[config.mk]
export PLATFORM = sky130hd
export DESIGN_NAME = mem_arbiter
export DESIGN_NICKNAME = d
export VERILOG_FILES = /design/src/rtl/mem_arbiter.sv
export SDC_FILE = /design/constraint.sdc
export NUM_CORES = 1
export LEC_CHECK = 0
export CORE_ASPECT_RATIO = 0.6
export CORE_UTILIZATION = 25
export DETAILED_ROUTE_END_ITERATION = 12
export PLACE_DENSITY = 0.76
export REMOVE_ABC_BUFFERS = 1
export SETUP_SLACK_MARGIN = 0.1
export SLEW_MARGIN = 5
export SYNTH_ARGS = -nofsm -noshare
export SYNTH_HDL_FRONTEND = slang
export SYNTH_SLANG_ARGS = --single-unit
[constraint.sdc]
create_clock -name clk -period 1.4 [get_ports clk]
set_clock_uncertainty 0.1 [all_clocks]
set_input_delay 0.28 -clock clk [delete_from_list [all_inputs] [get_ports clk]]
set_output_delay 0.28 -clock clk [all_outputs]
set_load 0.01 [all_outputs]
[src/rtl/mem_arbiter.sv]
// Bus arbiter parking on the CPU; DMA steals cycles with priority, capped at MAX_BURST
// consecutive cycles while the CPU waits. Optional stall counter under `ARB_STATS_EN`.
module mem_arbiter #(
    parameter int MAX_BURST = 4
) (
    input  logic        clk,
    input  logic        rst,
    input  logic        cpu_req_in,
    input  logic [15:0] cpu_a_in,
    input  logic [15:0] cpu_d_in,
    input  logic        cpu_wen_in,
    input  logic        cpu_iom_in,
    input  logic        dma_req_in,
    input  logic [15:0] dma_a_in,
    input  logic [15:0] dma_d_in,
    input  logic        dma_wen_in,
    input  logic        dma_iom_in,
`ifdef ARB_STATS_EN
    input  logic        stats_clr_in,
    output logic [15:0] stall_cnt_out,
`endif
    output logic        cpu_gnt_out,
    output logic        cpu_stall_out,
    output logic        dma_gnt_out,
    output logic [15:0] mem_a_out,
    output logic [15:0] mem_d_out,
    output logic        mem_wen_out,
    output logic        mem_iom_out
);
    typedef enum logic [1:0] {IDLE, CPU, DMA} state_t;

    localparam logic [3:0] CNT_LAST = 4'(MAX_BURST - 1);

    state_t     state, state_nxt;
    logic [3:0] cnt, cnt_nxt;

    always_ff @(posedge clk or posedge rst) begin
        if (rst) begin
            state <= IDLE;
            cnt   <= 4'd0;
        end else begin
            state <= state_nxt;
            cnt   <= cnt_nxt;
        end
    end

    always_comb begin
        state_nxt = state;
        cnt_nxt   = cnt;
        case (state)
            IDLE: begin
                state_nxt = (dma_req_in && !cpu_req_in) ? DMA : CPU;
                cnt_nxt   = 4'd0;
            end
            CPU: begin
                if (dma_req_in) begin
                    state_nxt = DMA;
                    cnt_nxt   = 4'd0;
                end
            end
            DMA: begin
                // cnt saturates so a CPU request arriving late still reclaims the bus at once
                if (!dma_req_in || (cpu_req_in && cnt == CNT_LAST)) begin
                    state_nxt = CPU;
                    cnt_nxt   = 4'd0;
                end else if (cnt != CNT_LAST) begin
                    cnt_nxt = cnt + 4'd1;
                end
            end
            default: begin
                state_nxt = IDLE;
                cnt_nxt   = 4'd0;
            end
        endcase
    end

    always_comb begin
        cpu_gnt_out = 1'b0;
        dma_gnt_out = 1'b0;
        mem_a_out   = 16'd0;
        mem_d_out   = 16'd0;
        mem_wen_out = 1'b0;
        mem_iom_out = 1'b0;
        case (state)
            CPU: begin
                cpu_gnt_out = 1'b1;
                mem_a_out   = cpu_a_in;
                mem_d_out   = cpu_d_in;
                mem_wen_out = cpu_wen_in & cpu_req_in;
                mem_iom_out = cpu_iom_in;
            end
            DMA: begin
                dma_gnt_out = 1'b1;
                mem_a_out   = dma_a_in;
                mem_d_out   = dma_d_in;
                mem_wen_out = dma_wen_in & dma_req_in;
                mem_iom_out = dma_iom_in;
            end
            default: ;
        endcase
    end

    assign cpu_stall_out = cpu_req_in & ~cpu_gnt_out;

`ifdef ARB_STATS_EN
    always_ff @(posedge clk or posedge rst) begin
        if (rst)
            stall_cnt_out <= 16'd0;
        else if (stats_clr_in)
            stall_cnt_out <= 16'd0;
        else if (cpu_stall_out && stall_cnt_out != 16'hFFFF)
            stall_cnt_out <= stall_cnt_out + 16'd1;
    end
`endif

endmodule

Word level (Yosys, flattened, before mapping). Index checks and enable logic that the tools add are counted.

Register bits after elaboration: 6. Input port bits: 72. Output and inout bits: 37. Word-level logic and storage cells: 36.

$add $sub $neg: 1. Eq/ne operators: 7. Multiplexer cells: 14. Bitwise operators: 4. Reductions and logical operators: 8.

Operator list (count): 16-bit case mux with 2 select lines (2); 4-bit 2-to-1 mux (3); 4-bit case mux with 2 select lines (1); 2-bit 2-to-1 mux (3); 2-bit case mux with 3 select lines (1); 4-bit by 1-bit adder with 4-bit output (second input constant) (1); 4-bit by 2-bit equality test with 1-bit output (second input constant) (1); 2-bit != test (second input constant) (2); 4-bit by 2-bit != test with 1-bit output (second input constant) (1); 1-bit case mux with 2 select lines (2); 2-bit AND reduction (2); 1-bit AND (3); 3-bit != test (second input constant) (1); 2-bit by 1-bit equality test with 1-bit output (second input constant) (1); 2-bit equality test (second input constant) (1); 1-bit logical AND (2); 1-bit logical NOT (2); 2-bit logical NOT (1); 1-bit 2-to-1 mux (2); 1-bit logical OR (1); 1-bit inverter (1).

Longest topological paths before layout.
Word-level depth: 5. Mapped depth: 6. Depth with buffers taken out: 5.

Worst setup path after synthesis. No wires, ideal clock.

Path kind: flip-flop to output port. Start point: reg state[1]. End point: out mem_wen_out. Arrival time: 1473 ps. Data required time: 1020 ps. Slack: -453 ps. Cell stages (with the launch flop): 7. Path buffers: 2. Cells stage by stage: dfrtp_1 -> inv_1 -> ha_1 -> buf_2 -> buf_2 -> nand3_1 -> a21boi_0.

Word-level cells in the longest chain between the ends: 2. Elaborated cells on any way between the ends: 3. Classes of those cells: eq/ne: 2; mux: 1.

RTL lines: start: declaration (line 34) `state_t state, state_nxt;`; start signal: assignment (line 42) `state <= state_nxt;`; 2-bit equality test or 2-bit by 1-bit equality test with 1-bit output (tied branches) (line 84) `case (state)`; 1-bit case mux with 2 select lines * (line 84); end: declaration (line 27) `output logic mem_wen_out,`.

Every way passes the cells marked *; elsewhere a longest branch is shown, timed or not.

Final worst setup path.
Start point: reg state[0]. End point: out mem_d_out[6].

Word-level cells in the longest chain between the ends: 2. Elaborated cells on any way between the ends: 3. Classes of those cells: eq/ne: 2; mux: 1.

RTL lines: 2-bit equality test or 2-bit by 1-bit equality test with 1-bit output (tied branches) (line 84); 16-bit case mux with 2 select lines * (line 84); end: declaration (line 26) `output logic [15:0] mem_d_out,`.

Marked as above.

==> flow_metrics.py <==
metrics = {
    "sta": {
        "drv_slew": 0,
        "rsz0062_at_grt": "yes",
        "fin_crit_sh_pct": 140,
        "period_needed_ns": 1.95,
        "timing.final.ws_setup_ns": -0.554,
        "max_slew_margin_pct": 81.6,
        "max_freq_mhz": 512,
        "hold_violations": 0,
        "setup_violations": 43,
        "hold_ws_ns": 0.171,
        "worst_pin_slew_ns": 0.275,
    },
    "critical_path": {
        "cp_top_family": "buffers and inverters",
        "cp_slowest_cell": "dfrtp_2",
        "max_stage_delay_ns": 0.42,
        "cp-endpoint": "mem_d_out[6]",
        "start_kind": "flip-flop",
        "worst_path_most_repeated_cell": "buf_6",
        "regToRegStartpoint": "state[1]$_DFFE_PP0P_",
        "required_ns": 1.02,
        "r2r_cells": 8,
        "cp_num_cells": 7,
        "r2r_slack_ns": -0.42,
        "critPathCaptureType": "primary output",
        "cp-startpoint": "state[0]$_DFFE_PP0P_",
        "cp_max_fo": 5,
        "reg2reg_to": "cnt[3]$_DFFE_PP0P_",
        "path_cells": "buf_6 > ha_4 > buf_6 > clkbuf_16 > a22oi_2 > nor2b_1 > buf_2",
        "worstSetupPathType": "reg -> out",
        "cp_num_buf_inv": 4,
        "arrival_ns": 1.57,
    },
    "yosys": {
        "synth_cell_type_count": 30,
        "synth_seq_area_share_pct": 15.1,
        "ys_ff_latch": 6,
        "syn_area_um2": 993,
        "yosysTopAreaCell": "a22oi_1",
        "synth_warnings": 0,
        "synth_area_leaders": "a22oi_1 25%, nor2b_1 22%, dfrtp_1 15%",
        "avgSynthCellArea_um2": 8.28,
        "synth_top_area_share_pct": 24.9,
        "syn_inst": 120,
    },
    "global_route": {
        "grt_pass1_wl_mm": 7.19,
        "antenna_found_initial": 0,
        "first_global_vias": 1381,
        "grt_max_degree": 21,
        "grt_use_total_pct": 21.4,
        "grt_overflow_total": 0,
    },
    "layout": {
        "finalNetCount": 328,
        "final_cell_mix": "71 x clkdlybuf4s50_1, 33 x a22oi_2, 32 x buf_2",
        "area_delta_synth_final_pct": 172,
        "fin_util_pct": 72.3,
        "fillers": 273,
        "n_antenna_cell": 0,
        "final_layout_size_suffix_gt1_share_pct": 51.2,
        "final_common_cell": "clkdlybuf4s50_1",
    },
    "pwr": {
        "max-vdd-ir-drop_mv": 1.14,
        "p_comb_share_pct": 89.4,
        "clkPwrFrac_pct": 5.1,
        "p_per_area_mw_per_mm2": 1800,
        "leakage_nw": 1.10,
        "internal_power_mw": 2.92,
        "p_total_mw": 4.86,
        "swShare_pct": 39.9,
        "seq_power_share_pct": 5.5,
        "switchingPower_mw": 1.94,
    },
    "clock_network": {
        "hold_buffers": 0,
        "clockRootBuffer": "clkbuf_8",
        "htreeDepth": 1,
        "clock_path_buffers": 2,
        "insertion_delay_ns": 0.22,
        "clk_pin_slew_ns": 0.03,
        "cts_tree": "yes",
        "cts_inserted_buffers": 3,
        "cts.sinks": 6,
    },
    "routing": {
        "wirelength_mm": 5.01,
        "viasPerCell": 4.95,
        "drc_errors": 0,
        "ant_nets": 0,
        "drt-wirelength-per-cell_um": 16.9,
        "dr.pass1.iters": 4,
        "drt_iter0_drc": 30,
        "vias": 1471,
    },
    "place": {
        "pre_cts_slack_ns": -0.725,
        "dpl.hpwl_mm": 3.22,
        "port-buffer-count": 108,
        "place.gp.congestion": 0.722,
    },
    "min_path": {
        "holdCritPathClass": "in -> async",
    },
    "floorplanning": {
        "dieArea_mm2": 0.00424,
        "pin_count": 109,
        "num_rows": 17,
        "core_area_mm2": 0.00374,
        "fp.dieW_um": 83.4,
        "initial_utilization_pct": 26.5,
        "die_y_um": 50.8,
    },
    "run": {
        "drv_cap": 0,
    },
    "outcome": {
        "violations": "setup timing",
        "outcome": "finished with violations",
    },
}
[worst reg2reg max path: cells and delay by family, from the launching register on]
family | cells | cell delay [ns]
buf+inv | 4 | 0.45
flops | 1 | 0.44
simple gates | 2 | 0.28
fa+ha+maj | 1 | 0.19
compound gates | 1 | 0.24
[power groups by stage]
stage          Sequential (mW)  Combinational (mW)  Clock (mW)
2_1_floorplan            0.244                1.49           0
3_3_place_gp             0.246                3.25           0
3_5_place_dp             0.249                3.26           0
4_1_cts                  0.258                3.76       0.258
5_1_grt                  0.270                4.62       0.271
6_report                 0.265                4.34       0.250
[synth_stat cells]
| cell | n |
|---|---|
| and4bb_4 | 1 |
| o41ai_4 | 1 |
| nand3b_1 | 1 |
| nand2b_4 | 1 |
| nor2b_1 | 35 |
| nand4bb_1 | 1 |
| nand3_1 | 2 |
| inv_1 | 3 |
| and3_1 | 1 |
| mux2_4 | 1 |
| o21ai_2 | 1 |
| ha_1 | 4 |
| nor2_1 | 1 |
| o2bb2ai_1 | 2 |
| nand2b_1 | 1 |
| nand2_4 | 1 |
| o211ai_1 | 1 |
| clkbuf_1 | 3 |
| a22o_1 | 2 |
| or2b_1 | 1 |
| a22oi_1 | 33 |
| and3b_2 | 2 |
| o21ai_0 | 2 |
| mux2i_1 | 1 |
| o31ai_2 | 1 |
| a31oi_1 | 1 |
| o21ba_2 | 1 |
| dfrtp_1 | 6 |
| a21boi_0 | 1 |
| buf_2 | 8 |
[stage by stage]
stage,TNS (ns),area [µm²],cells
after floorplan,-28.68,942,109
after global placement,-26.13,2260,281
after detailed placement,-27.42,2260,281
after CTS,-18.74,2500,289
after global routing,-21.56,2710,297
final,-19.11,2710,297
[timing repair]
item	4_1_cts	5_1_grt
gates resized for setup	194	35
setup endpoints to repair	43	43
hold endpoints to repair	0	0
pin swaps	12	12
cloned	2	4
buffers inserted	3	4
[area by class of cell]
class / instances / area [µm²] / area share (%)
multi-input cells: 100 / 1060 / 39.1
repair buffers: 138 / 1380 / 51.0
inverters: 3 / 16.3 / 0.601
clock buffers: 3 / 41.3 / 1.53
flip-flops and latches: 6 / 153 / 5.64
well taps: 47 / 58.8 / 2.17
[state kept, by name (all words and copies together) (netlist names)]
signal  flops
cnt         4
state       2
[how the worst min path moves through the flow]
| stage | startpoint | end | slack [ns] | cells past startpoint |
|---|---|---|---|---|
| after floorplan | rst | cnt[0]$_DFFE_PP0P_ | -0.03 | 1 |
| after global routing | rst | cnt[2]$_DFFE_PP0P_ | 0.21 | 2 |
| final | rst | cnt[2]$_DFFE_PP0P_ | 0.17 | 2 |
| after detailed placement | rst | state[0]$_DFFE_PP0P_ | 0.41 | 2 |
| after CTS | rst | state[1]$_DFFE_PP0P_ | 0.18 | 2 |
| after global placement | rst | state[1]$_DFFE_PP0P_ | 0.40 | 2 |
[metal layers]
layer  wire, µm  track usage, %  vias up  part of all wire, %
li1           -               -      719                    -
met1       2190            27.5      696                   44
met2       2550            39.2       50                   51
met3        189            1.94        6                  3.8
met4         72            5.46        0                  1.4
met5          0               0        -                    0
[cells by family (layout without fill, tap and decap cells)]
group / after synthesis / in the layout / share of synthesized area [%]
mux: 2 / 2 / 2.52
simple gates: 48 / 48 / 33.5
buf+inv: 14 / 144 / 6.30
flops: 6 / 6 / 15.1
compound gates: 46 / 46 / 37.5
fa+ha+maj: 4 / 4 / 5.04
No activity file was read; power rests on OpenSTA's default activity.
